$ cat src/rtl/urv_shift_arb.sv
// urv_shift_arb: shares one two-stage pipelined barrel shifter between two
// requesters. Drives the shifter decode inputs/stall, tracks the single
// operation in the shifter pipe register and captures results into a
// 2-entry response FIFO tagged with requester id and request tag.
// Issue is credit-gated so a result always has a FIFO slot.
//
// Build option: define URV_SHIFT_ARB_RR_EN for round-robin arbitration;
// when undefined, requester 0 has fixed priority.
module urv_shift_arb #(
  parameter int TAG_W = 4
) (
  input  logic             clk_i,
  input  logic             rst_n_i,
  input  logic [1:0]       req_valid_i,
  output logic [1:0]       req_ready_o,
  input  logic [31:0]      req0_rs1_i,
  input  logic [31:0]      req1_rs1_i,
  input  logic [4:0]       req0_shamt_i,
  input  logic [4:0]       req1_shamt_i,
  input  logic [2:0]       req0_fun_i,
  input  logic [2:0]       req1_fun_i,
  input  logic             req0_sign_i,
  input  logic             req1_sign_i,
  input  logic [TAG_W-1:0] req0_tag_i,
  input  logic [TAG_W-1:0] req1_tag_i,
  output logic [31:0]      sh_rs1_o,
  output logic [4:0]       sh_shamt_o,
  output logic [2:0]       sh_fun_o,
  output logic             sh_sign_o,
  output logic             sh_valid_o,
  output logic             sh_stall_o,
  input  logic [31:0]      sh_rd_i,
  output logic             rsp_valid_o,
  input  logic             rsp_ready_i,
  output logic [31:0]      rsp_data_o,
  output logic             rsp_id_o,
  output logic [TAG_W-1:0] rsp_tag_o
);

  logic             inflight_q;
  logic             inflight_id_q;
  logic [TAG_W-1:0] inflight_tag_q;

  logic [31:0]      fifo_data_q [2];
  logic             fifo_id_q   [2];
  logic [TAG_W-1:0] fifo_tag_q  [2];
  logic             wr_ptr_q;
  logic             rd_ptr_q;
  logic [1:0]       count_q;

  // Last issued operands; held on the shifter inputs while idle.
  logic [31:0]      rs1_q;
  logic [4:0]       shamt_q;
  logic [2:0]       fun_q;
  logic             sign_q;

  logic             pop;
  logic             push;
  logic [2:0]       credit_used;
  logic             can_issue;
  logic             issue;
  logic             gnt_id;
  logic [1:0]       ready;

`ifdef URV_SHIFT_ARB_RR_EN
  logic             rr_ptr_q;
`endif

  assign pop  = rsp_valid_o & rsp_ready_i;
  assign push = inflight_q;

  // A pop in this cycle frees its slot immediately, so issue can resume
  // in the same cycle the consumer becomes ready.
  assign credit_used = {2'b00, inflight_q} + {1'b0, count_q} - {2'b00, pop};
  assign can_issue   = rst_n_i & (credit_used < 3'd2);

  // Grant selection: single valid requester wins; contention resolved by rr_ptr or fixed priority.
  always_comb begin
    ready  = 2'b00;
    gnt_id = 1'b0;
    if (can_issue) begin
      case (req_valid_i)
        2'b01: begin
          ready  = 2'b01;
          gnt_id = 1'b0;
        end
        2'b10: begin
          ready  = 2'b10;
          gnt_id = 1'b1;
        end
        2'b11: begin
`ifdef URV_SHIFT_ARB_RR_EN
          gnt_id = rr_ptr_q;
          ready  = rr_ptr_q ? 2'b10 : 2'b01;
`else
          gnt_id = 1'b0;
          ready  = 2'b01;
`endif
        end
        default: begin
          ready  = 2'b00;
          gnt_id = 1'b0;
        end
      endcase
    end
  end

  assign req_ready_o = ready;
  assign issue       = |(req_valid_i & ready);

  // Shifter decode inputs: granted requester on issue, otherwise hold last values.
  always_comb begin
    sh_rs1_o   = rs1_q;
    sh_shamt_o = shamt_q;
    sh_fun_o   = fun_q;
    sh_sign_o  = sign_q;
    if (issue) begin
      if (gnt_id) begin
        sh_rs1_o   = req1_rs1_i;
        sh_shamt_o = req1_shamt_i;
        sh_fun_o   = req1_fun_i;
        sh_sign_o  = req1_sign_i;
      end else begin
        sh_rs1_o   = req0_rs1_i;
        sh_shamt_o = req0_shamt_i;
        sh_fun_o   = req0_fun_i;
        sh_sign_o  = req0_sign_i;
      end
    end
  end

  assign sh_valid_o = issue;
  assign sh_stall_o = ~issue;

  // In-flight tracking, operand hold registers and FIFO pointers/count.
  always_ff @(posedge clk_i) begin
    if (!rst_n_i) begin
      inflight_q     <= 1'b0;
      inflight_id_q  <= 1'b0;
      inflight_tag_q <= '0;
      rs1_q          <= '0;
      shamt_q        <= '0;
      fun_q          <= '0;
      sign_q         <= 1'b0;
      wr_ptr_q       <= 1'b0;
      rd_ptr_q       <= 1'b0;
      count_q        <= 2'd0;
    end else begin
      // The previous op always drains into the FIFO this edge, so inflight
      // simply follows whether a new op enters the shifter.
      inflight_q <= issue;
      if (issue) begin
        inflight_id_q  <= gnt_id;
        inflight_tag_q <= gnt_id ? req1_tag_i : req0_tag_i;
        rs1_q          <= sh_rs1_o;
        shamt_q        <= sh_shamt_o;
        fun_q          <= sh_fun_o;
        sign_q         <= sh_sign_o;
      end
      if (push) wr_ptr_q <= ~wr_ptr_q;
      if (pop)  rd_ptr_q <= ~rd_ptr_q;
      count_q <= count_q + {1'b0, push} - {1'b0, pop};
    end
  end

  // FIFO storage; contents are meaningless while count is zero so no reset.
  always_ff @(posedge clk_i) begin
    if (rst_n_i && push) begin
      fifo_data_q[wr_ptr_q] <= sh_rd_i;
      fifo_id_q[wr_ptr_q]   <= inflight_id_q;
      fifo_tag_q[wr_ptr_q]  <= inflight_tag_q;
    end
  end

`ifdef URV_SHIFT_ARB_RR_EN
  // Round-robin pointer: after a contended grant the loser gets priority.
  always_ff @(posedge clk_i) begin
    if (!rst_n_i) begin
      rr_ptr_q <= 1'b0;
    end else if (issue && (&req_valid_i)) begin
      rr_ptr_q <= ~rr_ptr_q;
    end
  end
`endif

  assign rsp_valid_o = (count_q != 2'd0);
  assign rsp_data_o  = fifo_data_q[rd_ptr_q];
  assign rsp_id_o    = fifo_id_q[rd_ptr_q];
  assign rsp_tag_o   = fifo_tag_q[rd_ptr_q];

  // Credit gating must make a push into a full FIFO impossible.
  fifo_overflow_chk: assert property (@(posedge clk_i) disable iff (!rst_n_i)
    !(push && (count_q == 2'd2) && !pop));

endmodule
$ cat config.mk
export PLATFORM = sky130hd
export DESIGN_NAME = urv_shift_arb
export DESIGN_NICKNAME = d
export VERILOG_FILES = /design/src/rtl/urv_shift_arb.sv
export SDC_FILE = /design/constraint.sdc
export NUM_CORES = 1
export LEC_CHECK = 0
export CAP_MARGIN = 15
export CORE_MARGIN = 2
export CORE_UTILIZATION = 44
export DETAILED_ROUTE_END_ITERATION = 12
export GPL_TIMING_DRIVEN = 0
export PLACE_DENSITY_LB_ADDON = 0.08
export SLEW_MARGIN = 25
export SYNTH_ARGS = -nofsm -noshare
export SYNTH_HDL_FRONTEND = slang
export SYNTH_SLANG_ARGS = --single-unit
$ cat constraint.sdc
create_clock -name clk_i -period 3.5 [get_ports clk_i]
set_input_delay 0.7 -clock clk_i [delete_from_list [all_inputs] [get_ports clk_i]]
set_output_delay 0.7 -clock clk_i [all_outputs]
set_load 0.005 [all_outputs]
==> metrics.cfg, run 1 <==
[timing]
maxSlewViolCount = 0
timing.max_slew.rel_slack_pct = 52.9
fin_crit_ns = 4.07
hold_violations = 0
timing.fmax_mhz = 246
hold_slack_ns = 0.462
clock_skew_ns = 0.0149
fin_tns_setup_ns = -13.34
rsz0062_at_grt = yes
setup-violations-final = 43
finalCritPeriodShare_pct = 116
final.setup.worst_slack_ns = -0.570
worst_pin_slew_ns = 0.705

[grt]
grt_max_degree = 23
grt_overflow_total = 0
antenna_found_initial = 0
grt_util_all_layers_pct = 30.0
grt_pass1_wl_um = 30200
grt_pass1_vias = 5652

[floorplan]
core_area_mm2 = 0.0120
die_h_um = 115
dieWidth_um = 115
dieArea_mm2 = 0.0132
start_util_pct = 45.1
rows = 40
io_pins = 210

[clock_tree]
htree_levels = 4
clkTransAtPathRegs_ns = 0.05
cts_hold_buf = 0
clockRootBuffer = clkbuf_16
cts_tree = yes
insertion_delay_ns = 0.42
clock_sinks = 126
ctsLongestPathBuffers = 2
cts_buffers = 17

[run_status]
status = finished with violations
failed_checks = setup timing

[setup_path]
rrSetupSlack_ns = 0.46
path_max_fanout = 10
worstPathArrival_ns = 3.37
crit_type = reg -> out
crit_path_end_kind = primary output
cp_data_required_time_ns = 2.80
worst_setup_path_start_kind = flop

[detailed_routing]
drt_wl_total_um = 21800
drt-initial-drc-count = 559
firstDrtPassIters = 5
drc = 0
wire_per_inst_um = 24.1
vias = 5649
drtAntennaViolNets = 0
avgViaCountPerCell = 6.24

[synth]
ys_types = 30
ys_seq_area_share_pct = 60.3
syn_area_mm2 = 0.00541
syn_inst = 452
avgSynthCellArea_um2 = 12.0
synth_warnings = 0
synth_nets = 582
ys_ff_latch = 126

[run]
drv_cap = 0

[power]
vdd_drop_max_mv = 0.490
p_leak_nw = 3.74
p_total_mw = 8.34
p_per_area_mw_per_mm2 = 817

[finish]
nNetsFinal = 876
synthToLayoutAreaGrowth_pct = 88.7
num_antenna_cells = 0
finalInstanceArea_mm2 = 0.0102
drive_gt1_share_pct = 44.5

[placed_design]
hpwlAfterDp_um = 10600
port_buffers = 209
placed_cell_area_mm2 = 0.00775
gp_congestion = 0.819

[min_path]
hold_class = reg -> reg

==> final cells by class <==
| cell class | instances | area, um2 |
|---|---|---|
| fillers | 578 | 1800 |
| repair buffers | 278 | 2680 |
| flip-flops and latches | 126 | 3270 |
| inverters | 7 | 26.3 |
| clock inverters | 13 | 165 |
| plain buffers | 39 | 488 |
| clock buffers | 18 | 429 |
| multi-input cells | 277 | 2970 |
| well taps | 147 | 184 |
==> through the flow <==
| stage | worst slack [ns] | instances | utilization [%] |
|---|---|---|---|
| after floorplan | 0.0946 | 452 | - |
| after global routing | -0.567 | 905 | 85.0 |
| after CTS | -0.233 | 894 | 83.9 |
| after global placement | -1.27 | 808 | 64.0 |
| after detailed placement | -1.32 | 810 | 64.5 |
| final | -0.570 | 905 | 85.0 |
==> registers in the layout (all words and copies together) (netlist names), named ones only <==
name            cells
inflight_tag_q      4
inflight_id_q       1
fifo_tag_q          8
sign_q              1
wr_ptr_q            1
rd_ptr_q            1
rs1_q              32
fifo_id_q           2
inflight_q          1
count_q             2
fun_q               3
shamt_q             5
fifo_data_q        64
==> worst max-delay path: stages, from the launching register on <==
cell,delay [ns]
dfxtp_4,0.34
o21a_1,0.20
ha_1,0.30
inv_1,0.07
ha_2,0.18
fa_2,0.49
nor2b_1,0.18
buf_4,0.20
buf_6,0.17
a31oi_1,0.17
nor3_1,0.43
buf_2,0.22
==> cell families (layout without fill, tap and decap cells) <==
group	Yosys count	in the layout	share of synthesized area, %
flip-flops	126	126	60.3
AND/OR/NAND/NOR	182	182	20.0
XOR/XNOR	4	4	0.925
adder cells (fa/ha/maj)	3	3	0.832
multiplexers	37	37	7.70
buffers and inverters	49	355	3.65
AO/OA/AOI/OAI	51	51	6.57
==> what timing repair did <==
item                                    4_1_cts  5_1_grt
setup buffers                                43       16
gates resized for setup                     436       40
endpoints found under the setup margin       45       45
gates cloned                                 11        0
pin swaps                                    61       28
==> power breakdown <==
part,switching (mW),leakage (nW),internal [mW],total [mW]
logic,2.26,2.36,2.17,4.43
registers,0.155,1.10,1.96,2.11
clock network,0.676,0.281,1.12,1.80
total,3.10,3.74,5.25,8.34
==> path summary, 6_finish.rpt <==
path | from | endpoint | cells after the start
max | count_q[1]$_SDFF_PN0_ | sh_rs1_o[28] | 11
min | inflight_tag_q[2]$_SDFFE_PN0P_ | fifo_tag_q[0][2]$_DFFE_PP_ | 0
max reg2reg | count_q[1]$_SDFF_PN0_ | rs1_q[23]$_SDFFE_PN0P_ | 10
min reg2reg | inflight_tag_q[2]$_SDFFE_PN0P_ | fifo_tag_q[0][2]$_DFFE_PP_ | 0
==> cells in the mapped netlist, drive strengths merged <==
library cell	instances	area share, %
nor4b	41	6.6
o221a	5	1.0
o31a	4	0.65
xor2	2	0.46
xnor2	2	0.46
clkbuf	30	2.1
inv	7	0.49
nand2	2	0.14
buf	12	1.1
or2	1	0.12
and2	3	0.35
nand2b	2	0.23
nor3	123	11
ha	2	0.46
a31oi	41	4.7
dfxtp	52	19
and3	1	0.12
nor2b	3	0.35
o21a	1	0.14
nand3b	1	0.14
fa	1	0.37
nand3	1	0.092
nor3b	1	0.14
nand4bb	1	0.21
edfxtp	74	41
nor2	2	0.14
mux2	37	7.7
==> cells in the final DEF, fill, tap and decap left out, types with 4 or more instances in the layout <==
cell,n
o221a_2,5
edfxtp_1,74
buf_6,20
buf_2,40
clkbuf_16,34
nor3_1,13
nor4b_1,41
nor3_2,50
buf_4,42
buf_12,6
a31oi_1,39
mux2_2,37
o31a_1,4
clkbuf_2,6
dfxtp_1,51
nor3_4,60
clkbuf_1,15
clkdlybuf4s50_1,163
inv_1,5
==> per-layer routing <==
layer / global-route usage (%) / vias to the layer above / wire length, um
met5: 0 / - / 0
met4: 17.2 / 0 / 1020
met3: 7.59 / 107 / 1910
met2: 51.6 / 390 / 11200
met1: 33.8 / 2775 / 7650
li1: - / 2377 / -
Power figures use the tool's default switching activity.
==> run 2, diff against run 1 <==
--- a/config.mk
+++ b/config.mk
@@ -7,7 +7,8 @@
 export LEC_CHECK = 0
 export CAP_MARGIN = 15
 export CORE_MARGIN = 2
-export CORE_UTILIZATION = 44
+export CORE_UTILIZATION = 45
+export CTS_BUF_LIST = sky130_fd_sc_hd__clkbuf_4 sky130_fd_sc_hd__clkbuf_8
 export DETAILED_ROUTE_END_ITERATION = 12
 export GPL_TIMING_DRIVEN = 0
 export PLACE_DENSITY_LB_ADDON = 0.08
==> metrics.cfg, run 2 (synthesized netlist as in run 1, its figures left out) <==
[setup_path]
path_cells = clkdlybuf4s50_1 -> or2_2 -> clkbuf_1 -> clkbuf_1 -> a31oi_1 -> nor3_1 -> buf_2
critPathSlowestCell = clkbuf_1
path_max_fanout = 10
crit_path_end_kind = primary output
crit_top_cell = clkbuf_1
rrSetupSlack_ns = 0.17
max_stage_delay_ns = 0.65
worstPathArrival_ns = 3.20
crit_type = in -> out
cp_data_required_time_ns = 2.80
path_buf_inv = 4
crit_family = buffers and inverters
worst_setup_path_start_kind = input port

[detailed_routing]
met2_length_um = 10900
dr_wl_met3_um = 1770
drc = 0
drtAntennaViolNets = 0
top_layer_used = met4
avgViaCountPerCell = 6.12
vias = 5590
drt-initial-drc-count = 513
drt-met1-wl_um = 7490
firstDrtPassIters = 7
drt_wl_total_um = 21300
wire_per_inst_um = 23.3

[floorplan]
core_area_mm2 = 0.0119
rows = 40
start_util_pct = 45.6
die_h_um = 114
dieArea_mm2 = 0.0129
dieWidth_um = 114
io_pins = 210

[grt]
grt_max_degree = 28
grt_util_all_layers_pct = 29.8
grt_pass1_vias = 5701
grt_pass1_wl_um = 29600
antenna_found_initial = 0
grt_overflow_total = 0

[timing]
timing.max_slew.rel_slack_pct = 47.3
maxSlewViolCount = 0
worst_pin_slew_ns = 0.790
setup-violations-final = 43
rsz0062_at_grt = yes
timing.fmax_mhz = 256
final.setup.worst_slack_ns = -0.401
finalCritPeriodShare_pct = 111
clock_skew_ns = 0.0194
fin_crit_ns = 3.90
hold_violations = 0
fin_tns_setup_ns = -12.30

[finish]
num_antenna_cells = 0
largest_reg_flops = 64
synthToLayoutAreaGrowth_pct = 85.2
drive_gt1_share_pct = 45.4
mostFrequentLayoutCells = 163 x clkdlybuf4s50_1, 74 x edfxtp_1, 61 x nor3_2, 50 x dfxtp_1, 48 x nor3_4
multiInputGateArea_mm2 = 0.00297
nNetsFinal = 883
top_register = fifo_data_q
layout_commonest_cell = clkdlybuf4s50_1
top_regs = fifo_data_q: 64 flops, rs1_q: 32 flops, fifo_tag_q: 8 flops
seq_area_mm2 = 0.00327
fillers = 576

[placed_design]
hpwlAfterDp_um = 10700
gp_congestion = 0.844
place_ws_ns = -1.30
port_buffers = 209

[power]
vdd_drop_max_mv = 0.535
p_per_area_mw_per_mm2 = 775
p_leak_nw = 3.67

[clock_tree]
cts_buffers = 17
clkTransAtPathRegs_ns = 0.07
ctsLongestPathBuffers = 2
clock_sinks = 126
insertion_delay_ns = 0.45
clockRootBuffer = clkbuf_8
cts_tree = yes
cts_hold_buf = 0
htree_levels = 4

[min_path]
hold_class = reg -> reg

[run_status]
failed_checks = setup timing
status = finished with violations

[run]
drv_cap = 0

## run 2: changes by cell type in the layout (fill, tap and decap cells not counted), sizes merged
cell,previous run,this run
bufinv,3,2
buf,114,118
clkinv,4,6
dlygate4sd2,0,3
## run 2: worst paths after layout
check	startpoint	cells after the start	end
setup reg to reg	count_q[0]$_SDFF_PN0_	24	flop
hold reg to reg	inflight_tag_q[2]$_SDFFE_PN0P_	0	fifo_tag_q[1][2]$_DFFE_PP_
setup / recovery	req_valid_i[0]	7	sh_rs1_o[21]
hold / removal	inflight_tag_q[2]$_SDFFE_PN0P_	0	fifo_tag_q[1][2]$_DFFE_PP_
## run 2: final cells by class
class                      instances  share of cell area (%)
sequential                       126                    32.6
multi-input combinational        277                    29.6
timing repair buffer             284                    26.9
buffer                            40                    4.98
clock buffer                      18                    2.41
tap                              147                    1.83
clock inverter                    14                    1.41
inverter                           7                   0.262
## run 2: what timing repair did
item / 4_1_cts / 5_1_grt
setup buffers: 55 / 13
cloned: 10 / 0
pin swaps: 48 / 32
gates resized for setup: 413 / 56
setup endpoints to repair: 45 / 47
## run 2: layer usage
layer / track usage [%] / up-vias
met2: 53.4 / 385
met4: 16.0 / 0
li1: - / 2387
met3: 9.09 / 99
met1: 31.3 / 2719
met5: 0 / -
## run 2: stage by stage
step	instance area [um2]	std cells	power (mW)	hold slack (ns)	utilization, %
finish	10000	913	7.77	0.473	84.5
global route	10000	913	8.05	0.487	84.5
CTS	9790	906	7.22	0.469	82.6
detailed placement	7740	810	5.04	0.456	65.3
global placement	7690	808	4.95	0.440	64.8
floorplan	5410	452	3.53	0.427	-
## run 2: report_power, final
| group | internal, mW | total [mW] | leakage, nW | switching (mW) |
|---|---|---|---|---|
| Sequential | 1.95 | 2.12 | 1.10 | 0.167 |
| Combinational | 2.16 | 4.38 | 2.38 | 2.22 |
| Clock | 0.639 | 1.27 | 0.190 | 0.627 |
| Total | 4.76 | 7.77 | 3.67 | 3.01 |
